File: src/rtl/sync_pulse_event_collector_if.sv
// rtl/sync_pulse_event_collector_if.sv - event drain handshake between collector and consumer
interface sync_pulse_event_collector_if #(
  parameter int CNT_W = 4
);
  logic             evt_valid;
  logic             evt_ready;
  logic [CNT_W-1:0] pending_cnt;

  modport master (
    output evt_valid,
    output pending_cnt,
    input  evt_ready
  );

  modport slave (
    input  evt_valid,
    input  pending_cnt,
    output evt_ready
  );
endinterface

File: src/rtl/sync_pulse_event_collector.sv
// rtl/sync_pulse_event_collector.sv - resync, edge-detect and queue slow-domain events (option: SPC_GLITCH_FILTER_EN)
module sync_pulse_event_collector #(
  parameter int SYNC_STAGES = 2,
  parameter int CNT_W       = 4,
  parameter int TOT_W       = 16
) (
  input  logic                         i_clk_slow,
  input  logic                         i_rst,
  input  logic                         i_level_in,
  input  logic                         i_ovf_clr,
  output logic                         o_evt_pulse,
  output logic [TOT_W-1:0]             o_total_cnt,
  output logic                         o_overflow,
  sync_pulse_event_collector_if.master evt_if
);

  localparam logic [CNT_W-1:0] CNT_ONE = CNT_W'(1);
  localparam logic [TOT_W-1:0] TOT_ONE = TOT_W'(1);

  logic [SYNC_STAGES-1:0] r_sync;
  logic                   r_prev;
  logic                   r_evt_pulse;
  logic [CNT_W-1:0]       r_pending;
  logic [TOT_W-1:0]       r_total;
  logic                   r_overflow;

  logic w_sync_q;
  logic w_edge;
  logic w_accept;
  logic w_at_max;
  logic w_ovf_set;

  assign w_sync_q = r_sync[SYNC_STAGES-1];

`ifdef SPC_GLITCH_FILTER_EN
  // Extra history flop: demand two consecutive highs after a low.
  logic r_prev2;

  always_ff @(posedge i_clk_slow) begin
    if (i_rst) begin
      r_prev2 <= 1'b0;
    end else begin
      r_prev2 <= r_prev;
    end
  end

  assign w_edge = w_sync_q && r_prev && !r_prev2;
`else
  assign w_edge = w_sync_q && !r_prev;
`endif

  assign evt_if.evt_valid   = (r_pending != '0);
  assign evt_if.pending_cnt = r_pending;

  assign w_accept  = evt_if.evt_valid && evt_if.evt_ready;
  assign w_at_max  = &r_pending;
  assign w_ovf_set = r_evt_pulse && !w_accept && w_at_max;

  always_ff @(posedge i_clk_slow) begin
    if (i_rst) begin
      r_sync      <= '0;
      r_prev      <= 1'b0;
      r_evt_pulse <= 1'b0;
      r_pending   <= '0;
      r_total     <= '0;
      r_overflow  <= 1'b0;
    end else begin
      r_sync      <= {r_sync[SYNC_STAGES-2:0], i_level_in};
      r_prev      <= w_sync_q;
      r_evt_pulse <= w_edge;

      if (r_evt_pulse) begin
        r_total <= r_total + TOT_ONE;
      end

      // Simultaneous increment and accept cancel out, even at saturation.
      if (r_evt_pulse && !w_accept) begin
        if (!w_at_max) begin
          r_pending <= r_pending + CNT_ONE;
        end
      end else if (!r_evt_pulse && w_accept) begin
        r_pending <= r_pending - CNT_ONE;
      end

      if (w_ovf_set) begin
        r_overflow <= 1'b1;
      end else if (i_ovf_clr) begin
        r_overflow <= 1'b0;
      end
    end
  end

  assign o_evt_pulse = r_evt_pulse;
  assign o_total_cnt = r_total;
  assign o_overflow  = r_overflow;

endmodule

File: src/flat_wrapper.sv
// flat-port wrapper written by rule: the top's interface ports become plain ports
module sync_pulse_event_collector_flat 
#(
  parameter int SYNC_STAGES = 2,
  parameter int CNT_W       = 4,
  parameter int TOT_W       = 16
)
  (i_clk_slow, i_rst, i_level_in, i_ovf_clr, o_evt_pulse, o_total_cnt, o_overflow, evt_if_evt_valid, evt_if_pending_cnt, evt_if_evt_ready);
  sync_pulse_event_collector_if #(.CNT_W(CNT_W)) evt_if_i ();
  input  logic i_clk_slow;
  input  logic i_rst;
  input  logic i_level_in;
  input  logic i_ovf_clr;
  output logic o_evt_pulse;
  output logic [TOT_W-1:0] o_total_cnt;
  output logic o_overflow;
  output wire logic [$bits(evt_if_i.evt_valid)-1:0] evt_if_evt_valid;
  output wire logic [$bits(evt_if_i.pending_cnt)-1:0] evt_if_pending_cnt;
  input wire logic [$bits(evt_if_i.evt_ready)-1:0] evt_if_evt_ready;
  assign evt_if_evt_valid = evt_if_i.evt_valid;
  assign evt_if_pending_cnt = evt_if_i.pending_cnt;
  assign evt_if_i.evt_ready = evt_if_evt_ready;
  sync_pulse_event_collector #(.SYNC_STAGES(SYNC_STAGES), .CNT_W(CNT_W), .TOT_W(TOT_W)) u_core (.i_clk_slow(i_clk_slow), .i_rst(i_rst), .i_level_in(i_level_in), .i_ovf_clr(i_ovf_clr), .o_evt_pulse(o_evt_pulse), .o_total_cnt(o_total_cnt), .o_overflow(o_overflow), .evt_if(evt_if_i));
endmodule
File: config.mk
export PLATFORM = sky130hd
export DESIGN_NAME = sync_pulse_event_collector_flat
export DESIGN_NICKNAME = d
export VERILOG_FILES = /design/src/rtl/sync_pulse_event_collector_if.sv /design/src/rtl/sync_pulse_event_collector.sv /design/src/flat_wrapper.sv
export SDC_FILE = /design/constraint.sdc
export NUM_CORES = 1
export LEC_CHECK = 0
export CAP_MARGIN = 20
export CELL_PAD_IN_SITES_DETAIL_PLACEMENT = 1
export CELL_PAD_IN_SITES_GLOBAL_PLACEMENT = 1
export CORE_MARGIN = 2
export CORE_UTILIZATION = 36
export CTS_CLUSTER_SIZE = 25
export DETAILED_ROUTE_END_ITERATION = 10
export GPL_TIMING_DRIVEN = 0
export PLACE_DENSITY_LB_ADDON = 0.1
export SYNTH_ARGS = -nofsm -noshare
export SYNTH_HDL_FRONTEND = slang
export SYNTH_SLANG_ARGS = --single-unit
File: constraint.sdc
create_clock -name i_clk_slow -period 2.75 [get_ports i_clk_slow]
set_input_delay 0.55 -clock i_clk_slow [delete_from_list [all_inputs] [get_ports i_clk_slow]]
set_output_delay 0.55 -clock i_clk_slow [all_outputs]
set_load 0.03 [all_outputs]
==> impl_metrics.ini <==
[final_layout]
share_of_final_layout_standard_cells_stronger_than_drive_strength_1_pct = 10.0
fill_cells = 383
layout.cell_area.non_filler_mm2 = 0.00154
flow.area_growth_from_synthesis_pct = 28.5
seqCellArea_um2 = 500
multiInputGateArea_um2 = 662
finalNetCount = 170
antenna-diode-count = 0

[worst_hold_path]
holdPathStages = 1
min_from = u_core.r_prev
worst_hold_path_type = flip-flop to flip-flop
endpoint_of_the_worst_hold_timing_path = u_core.o_evt_pulse

[power_and_ir_drop]
powerDensity_mw_per_mm2 = 661
power_consumption_mw = 1.02
largest_vdd_supply_drop_mv = 0.379
total_leakage_power_nw = 0.506

[place]
global_placer_s_final_weighted_congestion = 0.707
port-buffer-count = 26
dpl_worst_slack_ns = 0.230
post-dp-hpwl_um = 2060
detailed_place.area_mm2 = 0.00151

[critical_path]
worst_r2r_startpoint = u_core.evt_if.pending_cnt[0]
r2r_setup_slack_ns = 0.50
r2r_cells = 7
worst_r2r_endpoint = u_core.evt_if.pending_cnt[3]
worst_ep_required_time_ns = 2.20
worst-setup-path-type = flip-flop to output pin
timing.critical_path.arrival_ns = 2.04
startpoint_type = flip-flop
crit_fanout = 8
crit_path_capture_type = output pin

[yosys]
synth-edff-count = 0
seq_area_frac_synth_pct = 41.8
post_synth_inst_count = 130
cell_variety_after_synth = 36
post_synth.cell_area_avg_um2 = 9.21
postSynth.asyncResetShare_pct = 0
synth_ff_type = sky130_fd_sc_hd__dfxtp_1
synth.ff_latch_count = 25
yosys_warnings = 0
mappedNetlistNets = 139
mappedNetlistArea_mm2 = 0.00120

[timing]
final-max-slew-violation-count = 0
finalClockSkew_ns = 0.00168
final-setup-viol-count = 0
setup_tns_ns = 0
final_critical_path_required_period_ns = 2.59
max_freq_mhz = 386
fin_worst_hold_slack_ns = 0.394
rsz0062_at_grt = no
timing.final.ws_setup_ns = 0.163
maxSlewHeadroom_pct = 65.9
tightestPinTransition_ns = 0.512
period_share_pct = 94.1
hold_viol_final = 0

[drt]
first_iter_violations = 38
drc = 0
routed-via-count = 1042
drt-pass1-iter-count = 4
avgRoutedWirePerCell_um = 13.2
post_drt_via_cell_ratio = 5.11
totalWireLength_um = 2700
antenna_violating_nets_post_route = 0

[die]
ioPinCount = 28
fp.dieArea_mm2 = 0.00380
core_mm2 = 0.00310
chipWidth_um = 61.7
initial_core_util_pct = 38.6
die_h_um = 61.7
num_rows = 20

[cts]
cts_tree = done
clkSlewWorstSetupHoldPaths_ns = 0.14
clk_latency_ns = 0.31
cts_buffers = 3
post_cts_buffers = 0
clock-sinks = 25
clock_tree.buffer_depth = 2
htreeDepth = 1
cts.repair.resized = 0
clock-root-buffer = sky130_fd_sc_hd__clkbuf_4
holdBufCountCts = 0

[run_status]
outcome = finished, final reports clean

[global_routing]
grt_max_degree = 14
first_global_vias = 1029
grt_first_pass_wirelength_um = 4720
gr-usage-all-layers_pct = 16.8
global_route.overflow_total = 0
grt_antenna_before_repair = 0

[flow_run]
cap_violations = 0
-- power breakdown --
part	switching, mW	internal [mW]
clock network	0.109	0.0566
logic	0.216	0.182
registers	0.0627	0.391
-- through the flow --
stage / instances / util, %
floorplan: 130 / -
CTS: 204 / 49.6
global route: 204 / 49.6
finish: 204 / 49.6
global placement: 200 / 48.8
detailed placement: 200 / 48.8
-- synthesized netlist by cell type (2+ instances only) --
| cell type | n | area [um^2] |
|---|---|---|
| sky130_fd_sc_hd__a21oi_1 | 7 | 35.0 |
| sky130_fd_sc_hd__clkbuf_1 | 3 | 11.3 |
| sky130_fd_sc_hd__dfxtp_1 | 25 | 500 |
| sky130_fd_sc_hd__ha_1 | 3 | 37.5 |
| sky130_fd_sc_hd__inv_1 | 3 | 11.3 |
| sky130_fd_sc_hd__mux2i_1 | 2 | 20.0 |
| sky130_fd_sc_hd__nand2_1 | 7 | 26.3 |
| sky130_fd_sc_hd__nand3_1 | 8 | 40.0 |
| sky130_fd_sc_hd__nand4_1 | 4 | 25.0 |
| sky130_fd_sc_hd__nand4_2 | 2 | 25.0 |
| sky130_fd_sc_hd__nor2_1 | 14 | 52.6 |
| sky130_fd_sc_hd__nor2b_1 | 5 | 31.3 |
| sky130_fd_sc_hd__nor3_1 | 6 | 30.0 |
| sky130_fd_sc_hd__nor4_2 | 3 | 37.5 |
| sky130_fd_sc_hd__o21ai_0 | 5 | 25.0 |
| sky130_fd_sc_hd__or3_1 | 3 | 18.8 |
| sky130_fd_sc_hd__xnor2_1 | 8 | 70.1 |
| sky130_fd_sc_hd__xor2_1 | 4 | 35.0 |
-- state kept, by name (all words and copies together), names as in the netlist --
| register | flops |
|---|---|
| u_core.o_total_cnt | 16 |
| u_core.evt_if.pending_cnt | 4 |
| u_core.r_sync | 2 |
| u_core.o_evt_pulse | 1 |
| u_core.o_overflow | 1 |
| u_core.r_prev | 1 |
-- cell families after synthesis --
logic type,Yosys count,share of synthesized area (%)
multiplexers,2,1.67
buffers and inverters,8,2.93
AND/OR/NAND/NOR,62,30.3
adder cells (fa/ha/maj),4,4.81
flip-flops,25,41.8
AO/OA/AOI/OAI,17,9.72
XOR/XNOR,12,8.78
-- worst max-delay path, cell delays in order (launching register included) --
cell and delay [ns]:
sky130_fd_sc_hd__dfxtp_1 0.43, sky130_fd_sc_hd__or4_2 0.68, sky130_fd_sc_hd__clkdlybuf4s50_1 0.61
-- cell type report --
class,count,area share (%)
plain buffers,5,1.54
clock buffers,4,1.71
inverters,3,0.732
multi-input cells,97,43.0
flip-flops and latches,25,32.5
well taps,44,3.58
repair buffers,26,16.9
-- per-layer routing --
| metal | vias up | track usage (%) | routed length [um] |
|---|---|---|---|
| met2 | 24 | 25.9 | 1210 |
| met5 | - | 0 | 0 |
| li1 | 515 | - | - |
| met4 | 0 | 4.56 | 26 |
| met1 | 501 | 23.6 | 1350 |
| met3 | 2 | 3.78 | 112 |
-- worst max path at each step --
| stage | startpoint | end | depth (start not counted) |
|---|---|---|---|
| floorplan | u_core.evt_if.pending_cnt[0] | u_core.evt_if.pending_cnt[3] | 7 |
| global placement | evt_if_evt_ready | u_core.evt_if.pending_cnt[3] | 8 |
| detailed placement | evt_if_evt_ready | u_core.evt_if.pending_cnt[3] | 8 |
| CTS | u_core.evt_if.pending_cnt[0] | evt_if_evt_valid | 2 |
| global route | u_core.evt_if.pending_cnt[0] | evt_if_evt_valid | 2 |
| finish | u_core.evt_if.pending_cnt[0] | evt_if_evt_valid | 2 |
-- layout by cell type (no fill, tap or decap), types with 2 or more instances in the layout --
cell,Yosys,layout
sky130_fd_sc_hd__clkdlybuf4s50_1,0,26
sky130_fd_sc_hd__dfxtp_1,25,25
sky130_fd_sc_hd__nor2_1,14,14
sky130_fd_sc_hd__nand3_1,8,8
sky130_fd_sc_hd__xnor2_1,8,8
sky130_fd_sc_hd__nand2_1,7,7
sky130_fd_sc_hd__a21oi_1,7,7
sky130_fd_sc_hd__nor3_1,6,6
sky130_fd_sc_hd__nor2b_1,5,5
sky130_fd_sc_hd__o21ai_0,5,5
sky130_fd_sc_hd__clkbuf_1,3,4
sky130_fd_sc_hd__xor2_1,4,4
sky130_fd_sc_hd__nand4_1,4,4
sky130_fd_sc_hd__nor4_2,3,3
sky130_fd_sc_hd__inv_1,3,3
sky130_fd_sc_hd__or3_1,3,3
sky130_fd_sc_hd__ha_1,3,3
sky130_fd_sc_hd__clkbuf_4,0,3
sky130_fd_sc_hd__mux2i_1,2,2
sky130_fd_sc_hd__nand4_2,2,2
Note: power is estimated with default switching activity, not from simulation.
